`config.mk`:
```
export PLATFORM = sky130hd
export DESIGN_NAME = acq_frame_sequencer_flat
export DESIGN_NICKNAME = d
export VERILOG_FILES = /design/src/rtl/acq_frame_sequencer_if.sv /design/src/rtl/acq_frame_sequencer.sv /design/src/flat_wrapper.sv
export SDC_FILE = /design/constraint.sdc
export NUM_CORES = 1
export LEC_CHECK = 0
export BUFFER_PORTS_ARGS = -buffer_cell sky130_fd_sc_hd__buf_2
export CELL_PAD_IN_SITES_DETAIL_PLACEMENT = 0
export CELL_PAD_IN_SITES_GLOBAL_PLACEMENT = 2
export CORE_MARGIN = 5
export CORE_UTILIZATION = 30
export DETAILED_ROUTE_END_ITERATION = 12
export GPL_ROUTABILITY_DRIVEN = 0
export GPL_TIMING_DRIVEN = 0
export PLACE_DENSITY_LB_ADDON = 0.1
export SYNTH_ARGS = -nofsm -noshare
export SYNTH_HDL_FRONTEND = slang
export SYNTH_SLANG_ARGS = --single-unit
```
`constraint.sdc`:
```
create_clock -name sys_clk_i -period 2.38 [get_ports sys_clk_i]
set_clock_uncertainty 0.15 [all_clocks]
set_input_delay 0.238 -clock sys_clk_i [delete_from_list [all_inputs] [get_ports sys_clk_i]]
set_output_delay 0.238 -clock sys_clk_i [all_outputs]
set_load 0.02 [all_outputs]
```
`src/rtl/acq_frame_sequencer_if.sv`:
```
// ADC driver handshake bundle: request/ack/done plus the index of the
// sample being requested.
interface acq_frame_sequencer_if;
  logic       acq_req_o;
  logic [7:0] sample_idx_o;
  logic       acq_ack_i;
  logic       acq_done_i;

  modport master (
    output acq_req_o,
    output sample_idx_o,
    input  acq_ack_i,
    input  acq_done_i
  );

  modport slave (
    input  acq_req_o,
    input  sample_idx_o,
    output acq_ack_i,
    output acq_done_i
  );
endinterface

```
`src/rtl/acq_frame_sequencer.sv`:
```
// Sample-tick to ADC transaction sequencer with per-frame sample
// accounting and sticky overrun/timeout/count faults.
module acq_frame_sequencer #(
  parameter int unsigned SAMPLES_PER_FRAME = 25,
  parameter int unsigned ACQ_TIMEOUT       = 50_000
) (
  input  logic        sys_clk_i,
  input  logic        rst_n_i,
  input  logic        time_period_0_10ms_i,
  input  logic        frame_pulse_i,
  input  logic        acq_start_pulse_i,
  input  logic        err_clr_i,
  acq_frame_sequencer_if.master adc,
  output logic [15:0] frame_cnt_o,
  output logic        frame_done_o,
  output logic [7:0]  frame_sample_cnt_o,
  output logic        err_overrun_o,
  output logic        err_timeout_o,
  output logic        err_count_o
);

  typedef enum logic [1:0] {
    S_RESYNC,
    S_WAIT,
    S_REQ,
    S_CONV
  } state_t;

  localparam logic [19:0] TMO_LAST = 20'(ACQ_TIMEOUT - 1);
  localparam logic [7:0]  SPF      = 8'(SAMPLES_PER_FRAME);

  state_t      r_state;
  state_t      w_state_nxt;
  logic        r_req;
  logic [7:0]  r_idx;
  logic [19:0] r_timer;
  logic [7:0]  r_cnt;
  logic [15:0] r_frames;
  logic        r_fdone;
  logic [7:0]  r_fsc;
  logic        r_err_ovr;
  logic        r_err_tmo;
  logic        r_err_cnt;

  logic        w_busy;
  logic        w_done;
  logic        w_tmo;
  logic        w_issue;
  logic        w_ovr;
  logic        w_close;
  logic [7:0]  w_cnt_nxt;

  always_ff @(posedge sys_clk_i or negedge rst_n_i) begin
    if (!rst_n_i) r_state <= S_RESYNC;
    else          r_state <= w_state_nxt;
  end

  always_comb begin
    w_state_nxt = r_state;
    w_busy  = (r_state == S_REQ) || (r_state == S_CONV);
    w_done  = w_busy && adc.acq_done_i;
    // a done landing on the last timer cycle beats the timeout
    w_tmo   = w_busy && !adc.acq_done_i && (r_timer == TMO_LAST);
    w_issue = (r_state == S_WAIT) && acq_start_pulse_i;
    w_ovr   = w_busy && acq_start_pulse_i;
    w_close = (r_state != S_RESYNC) && frame_pulse_i;
    unique case (r_state)
      S_RESYNC: w_state_nxt = S_WAIT;
      S_WAIT:   if (w_issue) w_state_nxt = S_REQ;
      S_REQ: begin
        if (w_done || w_tmo)    w_state_nxt = S_WAIT;
        else if (adc.acq_ack_i) w_state_nxt = S_CONV;
      end
      S_CONV:   if (w_done || w_tmo) w_state_nxt = S_WAIT;
      default:  w_state_nxt = S_RESYNC;
    endcase
    // resync window abandons everything and raises nothing
    if (time_period_0_10ms_i) begin
      w_state_nxt = S_RESYNC;
      w_done  = 1'b0;
      w_tmo   = 1'b0;
      w_issue = 1'b0;
      w_ovr   = 1'b0;
      w_close = 1'b0;
    end
    w_cnt_nxt = (w_done && (r_cnt != 8'hFF)) ? r_cnt + 8'd1 : r_cnt;
  end

  always_ff @(posedge sys_clk_i or negedge rst_n_i) begin
    if (!rst_n_i) begin
      r_req     <= 1'b0;
      r_idx     <= '0;
      r_timer   <= '0;
      r_cnt     <= '0;
      r_frames  <= '0;
      r_fdone   <= 1'b0;
      r_fsc     <= '0;
      r_err_ovr <= 1'b0;
      r_err_tmo <= 1'b0;
      r_err_cnt <= 1'b0;
    end else begin
      r_req   <= (w_state_nxt == S_REQ);
      r_fdone <= w_close;
      if (time_period_0_10ms_i) begin
        r_timer  <= '0;
        r_cnt    <= '0;
        r_frames <= '0;
      end else begin
        if (w_issue) begin
          r_idx   <= w_close ? 8'd0 : r_cnt;
          r_timer <= '0;
        end else if (w_busy) begin
          r_timer <= r_timer + 20'd1;
        end
        r_cnt <= w_close ? 8'd0 : w_cnt_nxt;
        if (w_close) begin
          r_fsc    <= w_cnt_nxt;
          r_frames <= r_frames + 16'd1;
        end
      end
      r_err_ovr <= w_ovr | (r_err_ovr & ~err_clr_i);
      r_err_tmo <= w_tmo | (r_err_tmo & ~err_clr_i);
      r_err_cnt <= (w_close && (w_cnt_nxt != SPF))
                 | (r_err_cnt & ~err_clr_i);
    end
  end

  assign adc.acq_req_o      = r_req;
  assign adc.sample_idx_o   = r_idx;
  assign frame_cnt_o        = r_frames;
  assign frame_done_o       = r_fdone;
  assign frame_sample_cnt_o = r_fsc;
  assign err_overrun_o      = r_err_ovr;
  assign err_timeout_o      = r_err_tmo;
  assign err_count_o        = r_err_cnt;

endmodule
```
`src/flat_wrapper.sv`:
```
// flat-port wrapper written by rule: the top's interface ports become plain ports
module acq_frame_sequencer_flat 
#(
  parameter int unsigned SAMPLES_PER_FRAME = 25,
  parameter int unsigned ACQ_TIMEOUT       = 50_000
)
  (sys_clk_i, rst_n_i, time_period_0_10ms_i, frame_pulse_i, acq_start_pulse_i, err_clr_i, frame_cnt_o, frame_done_o, frame_sample_cnt_o, err_overrun_o, err_timeout_o, err_count_o, adc_acq_req_o, adc_sample_idx_o, adc_acq_ack_i, adc_acq_done_i);
  acq_frame_sequencer_if adc_i ();
  input  logic sys_clk_i;
  input  logic rst_n_i;
  input  logic time_period_0_10ms_i;
  input  logic frame_pulse_i;
  input  logic acq_start_pulse_i;
  input  logic err_clr_i;
  output logic [15:0] frame_cnt_o;
  output logic frame_done_o;
  output logic [7:0] frame_sample_cnt_o;
  output logic err_overrun_o;
  output logic err_timeout_o;
  output logic err_count_o;
  output wire logic [$bits(adc_i.acq_req_o)-1:0] adc_acq_req_o;
  output wire logic [$bits(adc_i.sample_idx_o)-1:0] adc_sample_idx_o;
  input wire logic [$bits(adc_i.acq_ack_i)-1:0] adc_acq_ack_i;
  input wire logic [$bits(adc_i.acq_done_i)-1:0] adc_acq_done_i;
  assign adc_acq_req_o = adc_i.acq_req_o;
  assign adc_sample_idx_o = adc_i.sample_idx_o;
  assign adc_i.acq_ack_i = adc_acq_ack_i;
  assign adc_i.acq_done_i = adc_acq_done_i;
  acq_frame_sequencer #(.SAMPLES_PER_FRAME(SAMPLES_PER_FRAME), .ACQ_TIMEOUT(ACQ_TIMEOUT)) u_core (.sys_clk_i(sys_clk_i), .rst_n_i(rst_n_i), .time_period_0_10ms_i(time_period_0_10ms_i), .frame_pulse_i(frame_pulse_i), .acq_start_pulse_i(acq_start_pulse_i), .err_clr_i(err_clr_i), .adc(adc_i), .frame_cnt_o(frame_cnt_o), .frame_done_o(frame_done_o), .frame_sample_cnt_o(frame_sample_cnt_o), .err_overrun_o(err_overrun_o), .err_timeout_o(err_timeout_o), .err_count_o(err_count_o));
endmodule
```
Word level (Yosys, flattened, before mapping)

Cells that the tools add are included.

Register bits after elaboration: 67
Input port bits: 8
Output and inout port bits: 37
Logic and storage cells: 66

$add $sub $neg: 3
Equality and inequality tests: 7
Mux-type cells: 20
Bitwise operators: 8
Reduce and logical (&&, ||, !) cells: 17

Operator list:

| operator                | count |
|---|---|
| $mux W20                | 3 |
| $mux W16                | 2 |
| $mux W8                 | 4 |
| $add A20 B1 Y20 const B | 1 |
| $eq A20 B16 Y1 const B  | 1 |
| $add A16 B1 Y16 const B | 1 |
| $mux W2                 | 5 |
| $add A8 B1 Y8 const B   | 1 |
| $logic_and A1 B1 Y1     | 8 |
| $ne A8 B5 Y1 const B    | 1 |
| $ne A8 B8 Y1 const B    | 1 |
| $pmux W2 S4             | 1 |
| $eq A2 B2 Y1 const B    | 3 |
| $mux W1                 | 5 |
| $reduce_and A2 Y1       | 2 |
| $reduce_bool A2 Y1      | 2 |
| $and A1 B1 Y1           | 3 |
| $or A1 B1 Y1            | 3 |
| $reduce_bool A3 Y1      | 1 |
| $eq A2 B1 Y1 const B    | 1 |
| $logic_not A2 Y1        | 1 |
| $logic_or A1 B1 Y1      | 2 |
| $not A1 Y1              | 2 |
| $logic_not A1 Y1        | 1 |

Logic depth before layout (Yosys ltp)

Gate-level depths: netlist (run 1).

Word-level depth: 9
Gate-level depth with buffers: 6
Mapped depth without buffers: 6

Worst setup path after synthesis (run 1)

OpenSTA, ideal clock, no wires.

Path kind: reg-to-reg
Start: register u_core.r_cnt[0]
End: register u_core.r_fsc[4] (netlist: u_core.frame_sample_cnt_o[4])
Data arrival time: 1.466 ns
Path slack: 0.634 ns
Cell stages (with the launch flop): 7
Buffers on the path: 0
Clock period less this slack: 1.746 ns
Cells stage by stage: dfrtp_1 -> ha_1 -> nand2_1 -> o31ai_4 -> nor2_1 -> xnor2_1 -> o21ai_0

Word-level cells in the longest chain between the ends: 3

Ends and longest elaborated chain:

| item                                                                  | RTL line                   | source |
|---|---|---|
| start, declared                                                       | acq_frame_sequencer.sv:37  | `logic [7:0] r_cnt;` |
| start signal, assigned                                                | acq_frame_sequencer.sv:115 | `r_cnt <= w_close ? 8'd0 : w_cnt_nxt;` |
| parallel branches: the longest is 2 deep, another holds $add A8 B1 Y8 | n/a                        |  |
| $mux W8 (*)                                                           | acq_frame_sequencer.sv:86  | `w_cnt_nxt = (w_done && (r_cnt != 8'hFF)) ? r_cnt + 8'd1 : r_cnt;` |
| end signal, assigned                                                  | acq_frame_sequencer.sv:117 | `r_fsc <= w_cnt_nxt;` |
| end, declared                                                         | acq_frame_sequencer.sv:40  | `logic [7:0] r_fsc;` |

Mark *: on every way between the ends.
A chain may end at the register's enable or synchronous reset.

Worst setup path after layout (run 1)

Start: register u_core.r_timer[11]
End: register u_core.r_state[1]

Word-level cells in the longest chain between the ends: 6

Ends and longest elaborated chain:

| item                            | RTL line                                             | source |
|---|---|---|
| start, declared                 | acq_frame_sequencer.sv:36                            | `logic [19:0] r_timer;` |
| start signal, assigned          | acq_frame_sequencer.sv:113                           | `r_timer <= r_timer + 20'd1;` |
| $eq A20 B16 Y1 (*)              | acq_frame_sequencer.sv:63                            | `w_tmo = w_busy && !adc.acq_done_i && (r_timer == TMO_LAST);` |
| $logic_and A1 B1 Y1 (*)         | acq_frame_sequencer.sv:63                            |  |
| $logic_or A1 B1 Y1 (*)          | acq_frame_sequencer.sv:71, acq_frame_sequencer.sv:74 |  |
| $mux W2 (on tied branches)      | acq_frame_sequencer.sv:74, acq_frame_sequencer.sv:71 |  |
| $pmux W2 S4 (*)                 | acq_frame_sequencer.sv:67                            | `unique case (r_state)` |
| $mux W2 (*)                     | acq_frame_sequencer.sv:78                            | `if (time_period_0_10ms_i) begin` |
| named net u_core.w_state_nxt[1] | acq_frame_sequencer.sv:33                            | `state_t w_state_nxt;` |
| end signal, assigned            | acq_frame_sequencer.sv:55                            | `else r_state <= w_state_nxt;` |
| end, declared                   | acq_frame_sequencer.sv:32                            | `state_t r_state;` |

Mark *: on every way through the listed nets, which the timed path passes. The rest lies on a longest branch.

==> results.md, run 1 <==
- Crit path kind: reg2reg
- Worst R2R End: u_core.r_state[1]
- Met3 GRT Util: 3.13%
- Crit share post-route: 89.2%
- Pin count of the biggest net entering global routing: 49
- Worst-margin pin slew: 550 ps
- Most numerous cell in the Yosys netlist: dfrtp_1
- Finished Cell Area: 0.00398 mm²
- Ys async rst share: 100%
- Hold buffer count at CTS: 5
- Yosys top cell area share: 52.1%
- CTS max path bufs: 2
- Top_reg_cell synth: dfrtp_1
- Worst Reg-to-Reg Cells: 5
- Routed Antenna Nets: 0
- Ant diodes: 0
- Ys Warns: 0
- Layout Nets: 395
- Post-synth EDFFs: 0
- Synthesized flop and latch total: 67
- Power Internal: 0.00214 W
- Clk slew on worst S/H paths: 70 ps
- Drt via density: 4.84
- Synth top area cells: dfrtp_1 (52%), nor2_1 (5.0%), xor2_1 (4.9%)
- Initial DRT Pass Iterations: 4
- # setup viols final: 0
- Initial antenna violation count: 0
- Reg-to-reg slack, setup: 260 ps
- Crit path max fanout: 5
- GR Layer Usage met2: 17.4%
- Critical Path Sink: u_core.r_state[1]
- Endpoint class of the critical path: flip-flop
- Syn Std Cell Area: 0.00322 mm²
- Die height: 114 µm
- Max cap viols: 0
- Die W: 114 µm
- CTS buffer count: 9
- Fin crit period: 2120 ps
- Grt met1 use: 21.1%
- First-pass GRT wire length: 13700 µm
- Port bufs: 43
- Clock power frac: 51.5%
- Commonest cells in the netlist: dfrtp_1 (67), nor2_1 (43), nand2_1 (31)
- Leak: 1.79 nW
- # resized after CTS: 0
- Cell Rows: 37
- Initial Utilization: 30.9%
- Final WL: 7910 µm
- Final Hold Violating Endpoints: 0
- Clock root buffer: clkbuf_8
- Layout cells sized above 1: 19.3%
- Core area: 0.0104 mm²
- Reg-to-Reg Start: u_core.r_timer[11]
- Final Max Tran Viols: 0
- Combinational power share: 5.4%
- Switching Fraction: 20.9%
- Via count: 2539
- Gate Count Post-Synth: 324
- Worst-Skew Late Latency: 340 ps
- Dpl hpwl: 5660 µm
- Clk sink count: 67
- Vias in the first global route: 2560
- Power density cells: 680 mW/mm²
- Area post-placement: 0.00363 mm²
- Sequential power share: 43.1%
- CTS tree: done
- Unique cell type count in the Yosys netlist: 48
- Ports: 45
- CP startpoint kind: flip-flop
- Status: complete, no violations
- H-tree Lvls: 3
- Aggregate global-route resource usage: 13.3%
- GRT Max-Usage Layer: met1
- Post-route DRC: 0
- GR Overflow Total: 0
- Layout area overhead: 23.7%
- Dominant cell type by area after synthesis: dfrtp_1
- Rel. slew slack: 63.4%
- Initial DRC Count: 126
- CP required: 2430 ps
- Achievable frequency: 471 MHz
- Avg Cell Area, Syn: 9.94 µm²
- Arr. time, crit path: 2180 ps
- Maximum vdd ir drop: 0.330 mV
- Final hold slack: 65.1 ps
- CP Launch Point: u_core.r_timer[11]
- Die area: 0.0129 mm²
- Drt wl/cell: 15.1 µm
- Hold Crit Class: in2reg
- Switching pwr: 0.000566 W
- Post-CTS setup buffer count: 0
- Register area share after synthesis: 52.1%
- Syn_nets: 335
- Final setup TNS: 0 ps
- RSZ-0062 raised after global routing: no
layout make-up:
cell class | count | area, µm²
buffer | 13 | 55.1
clock buffer | 10 | 138
clock inverter | 6 | 159
fill | 1079 | 6430
inverter | 7 | 26.3
multi-input combinational | 237 | 1460
sequential | 67 | 1680
tap | 136 | 170
timing repair buffer | 49 | 295
kinds of logic (layout without fill, tap and decap cells):
logic type               Yosys count  after routing  share of synthesized area (%)
buffers and inverters             20             85                           2.53
adder cells (fa/ha/maj)            3              3                           1.17
multiplexers                       5              5                           1.55
XOR/XNOR                          28             28                           7.62
AND/OR/NAND/NOR                  150            150                           24.7
AO/OA/AOI/OAI                     51             51                           10.3
flip-flops                        67             67                           52.1
cells in the final DEF, fill, tap and decap left out, types with 5 or more instances in the layout:
cell type	instances
clkbuf_1	7
dlygate4sd3_1	5
buf_2	47
xor2_1	18
nand2_1	31
xnor2_1	10
nand3_1	11
a22o_1	8
clkbuf_8	10
dfrtp_1	67
a21oi_1	16
nor2_1	43
inv_1	7
nand4_1	15
or3_1	8
o21ai_0	14
and3_1	5
nand2b_1	6
mux2i_1	5
bufinv_16	5
how the worst min path moves through the flow:
| stage | startpoint | to | slack [ps] | cells after the start |
|---|---|---|---|---|
| 3_3_place_gp | adc_acq_ack_i | u_core.adc.acq_req_o | 300 | 2 |
| 2_1_floorplan | rst_n_i | u_core.adc.acq_req_o | -210 | 0 |
| 3_5_place_dp | rst_n_i | u_core.r_timer[6] | 5 | 1 |
| 6_report | time_period_0_10ms_i | u_core.adc.acq_req_o | 70 | 2 |
| 5_1_grt | time_period_0_10ms_i | u_core.adc.acq_req_o | 50 | 2 |
| 4_1_cts | time_period_0_10ms_i | u_core.adc.acq_req_o | 50 | 2 |
stage by stage:
step                worst slack (ps)  utilization [%]  std cells  total power (W)
floorplan                        634                -        324          0.00126
global placement                 264             34.6        503          0.00133
detailed placement               276             34.9        504          0.00133
CTS                              251             38.2        525          0.00276
global route                    19.0             38.2        525          0.00282
finish                           258             38.2        525          0.00271
flip-flops by register name (all words and copies together), names as in the netlist:
signal and cells:
u_core.adc.acq_req_o 1, u_core.adc.sample_idx_o 8, u_core.err_count_o 1, u_core.err_overrun_o 1, u_core.err_timeout_o 1, u_core.frame_cnt_o 16
u_core.frame_done_o 1, u_core.frame_sample_cnt_o 8, u_core.r_cnt 8, u_core.r_state 2, u_core.r_timer 20
per-layer routing:
metal  routed length [µm]  vias up
li1                     -     1262
met1                 4310     1213
met2                 3140       54
met3                  337       10
met4                  122        0
met5                    0        -
worst max-delay path, stage by stage (launching register included):
cell,delay (ps)
dfrtp_1,440
or4b_1,530
nor4_1,340
nand4_1,220
nand3b_1,210
a21oi_1,90
power groups by stage:
stage / registers (W) / clock network, W / logic (W)
after floorplan: 0.00120 / 0 / 0.0000569
after global placement: 0.00119 / 0 / 0.000140
final: 0.00117 / 0.00139 / 0.000146
after detailed placement: 0.00119 / 0 / 0.000145
after CTS: 0.00117 / 0.00144 / 0.000152
after global routing: 0.00117 / 0.00149 / 0.000168
Power figures use the tool's default switching activity.
==> inputs of run 2 (changes only) <==
- CORE_MARGIN: 5 -> 2
==> run 2 against run 1 <==
  * Via count barely moved
  * Global-route usage up 1.6 points
  * Flip-flop and latch count unchanged
  * Register-to-register slack improved by 50 ps
  * Hold slack better by 32 ps
  * Critical endpoint is now u_core.frame_sample_cnt_o[1]
  * Highest routed layer unchanged
==> results.md, run 2 (synthesized netlist as in run 1, its figures left out) <==
- Status: complete, no violations
- GR Overflow Total: 0
- Max reg flops: 20
- Final Hold Violating Endpoints: 0
- Sequential power share: 54.3%
- Clk sink count: 67
- CP Launch Point: u_core.r_cnt[0]
- Filler instances: 1101
- Worst-margin pin slew: 485 ps
- Switching Fraction: 26.8%
- Hold path cells: 2
- Layout Nets: 395
- CP required: 2460 ps
- Arr. time, crit path: 2160 ps
- Crit share post-route: 87.2%
- Layout cells sized above 1: 19.3%
- Achievable frequency: 482 MHz
- Rel. slew slack: 67.4%
- Top reg by flops: u_core.r_timer
- Worst Reg-to-Reg Cells: 5
- First-pass GRT wire length: 13200 µm
- Reg-to-Reg Start: u_core.r_cnt[0]
- Reg-to-reg slack, setup: 310 ps
- Worst R2R End: u_core.frame_sample_cnt_o[1]
- Endpoint class of the critical path: flip-flop
- Post-CTS setup buffer count: 0
- Crit path max fanout: 8
- CP startpoint kind: flip-flop
- Via count: 2538
- Power Internal: 0.00157 W
- Initial DRT Pass Iterations: 4
- Initial DRC Count: 128
- Final WL: 7890 µm
- WHS Endpoint: u_core.adc.acq_req_o
- Hold Crit Class: in2reg
- Layout area overhead: 19.7%
- Port bufs: 43
- Initial antenna violation count: 0
- Pre-CTS WS: 259 ps
- Drt via density: 4.83
- Utilization after layout: 37.2%
- Clock root buffer: clkbuf_8
- Ports: 45
- CTS tree: done
- H-tree Lvls: 3
- Drt wl/cell: 15.0 µm
- Most common cell after layout, fill and taps aside: dfrtp_1
- Maximum vdd ir drop: 0.256 mV
- Die area: 0.0116 mm²
- Cell Rows: 37
- Die height: 108 µm
- Ant diodes: 0
- Post-route DRC: 0
- Switching pwr: 0.000577 W
- Initial Utilization: 31.0%
- Power density cells: 558 mW/mm²
- CTS max path bufs: 2
- Hold_sp: time_period_0_10ms_i
- Clock power frac: 38.9%
- PnR worst setup slack: 306 ps
- Final Max Tran Viols: 0
- Most frequent cells in the layout: dfrtp_1 (67), buf_2 (47), nor2_1 (43)
- Max cap viols: 0
- # setup viols final: 0
- Die W: 108 µm
- Hold buffer count at CTS: 5
- Aggregate global-route resource usage: 14.9%
- Final setup TNS: 0 ps
- Core area: 0.0104 mm²
- Combinational power share: 6.8%
- Final Non-Filler Cells: 525
- # resized after CTS: 0
- RSZ-0062 raised after global routing: no
- Cells after DPL: 504
- Vias in the first global route: 2502
- Leak: 1.74 nW
- CTS buffer count: 9
- Fin crit period: 2070 ps
- Crit path kind: reg2reg
- Routed Antenna Nets: 0
- Dpl hpwl: 5580 µm
- Clk slew on worst S/H paths: 70 ps
- Pin count of the biggest net entering global routing: 45
- Worst-Skew Late Latency: 350 ps
[run 2: worst max path at each step]
stage / to / slack (ps) / cells after the start
6_report: u_core.frame_sample_cnt_o[1] / 310 / 5
5_1_grt: u_core.r_timer[10] / 70 / 5
4_1_cts: u_core.r_timer[10] / 220 / 5
3_5_place_dp: u_core.r_timer[18] / 260 / 5
3_3_place_gp: u_core.r_timer[18] / 220 / 6
2_1_floorplan: u_core.frame_sample_cnt_o[4] / 630 / 6
[run 2: final cells by class]
cell class / instances / area [µm²] / share of cell area (%)
clock inverters: 7 / 45.0 / 1.17
well taps: 136 / 170 / 4.42
inverters: 7 / 26.3 / 0.682
multi-input cells: 237 / 1460 / 37.9
flip-flops and latches: 67 / 1680 / 43.5
repair buffers: 49 / 295 / 7.66
clock buffers: 9 / 124 / 3.21
plain buffers: 13 / 55.1 / 1.43
[run 2: power groups by stage]
stage / clock [W] / combinational [W] / sequential (W)
after global routing: 0.000941 / 0.000167 / 0.00117
after detailed placement: 0 / 0.000146 / 0.00119
final: 0.000837 / 0.000146 / 0.00117
after CTS: 0.000884 / 0.000153 / 0.00117
after floorplan: 0 / 0.0000569 / 0.00120
after global placement: 0 / 0.000140 / 0.00119
[run 2: stage by stage]
step | hold slack (ps) | total power [W] | area [µm²]
3_5_place_dp | 32.5 | 0.00134 | 3630
3_3_place_gp | 318 | 0.00133 | 3600
4_1_cts | 85.4 | 0.00220 | 3850
6_report | 97.0 | 0.00215 | 3850
2_1_floorplan | -208 | 0.00126 | 3220
5_1_grt | 105 | 0.00228 | 3850
[run 2: metal layers]
layer | part of all wire (%) | global-route usage [%] | up-vias
met5 | 0 | 0 | -
met4 | 1.2 | 4.67 | 0
met3 | 4.3 | 4.72 | 8
met2 | 42 | 20.6 | 44
met1 | 53 | 22.1 | 1220
li1 | - | - | 1266
[run 2: worst max-delay path, stage by stage (launching register included)]
cell	delay, ps
dfrtp_1	510
ha_1	230
nand2_1	180
o31ai_4	450
mux2i_1	330
a21oi_1	100
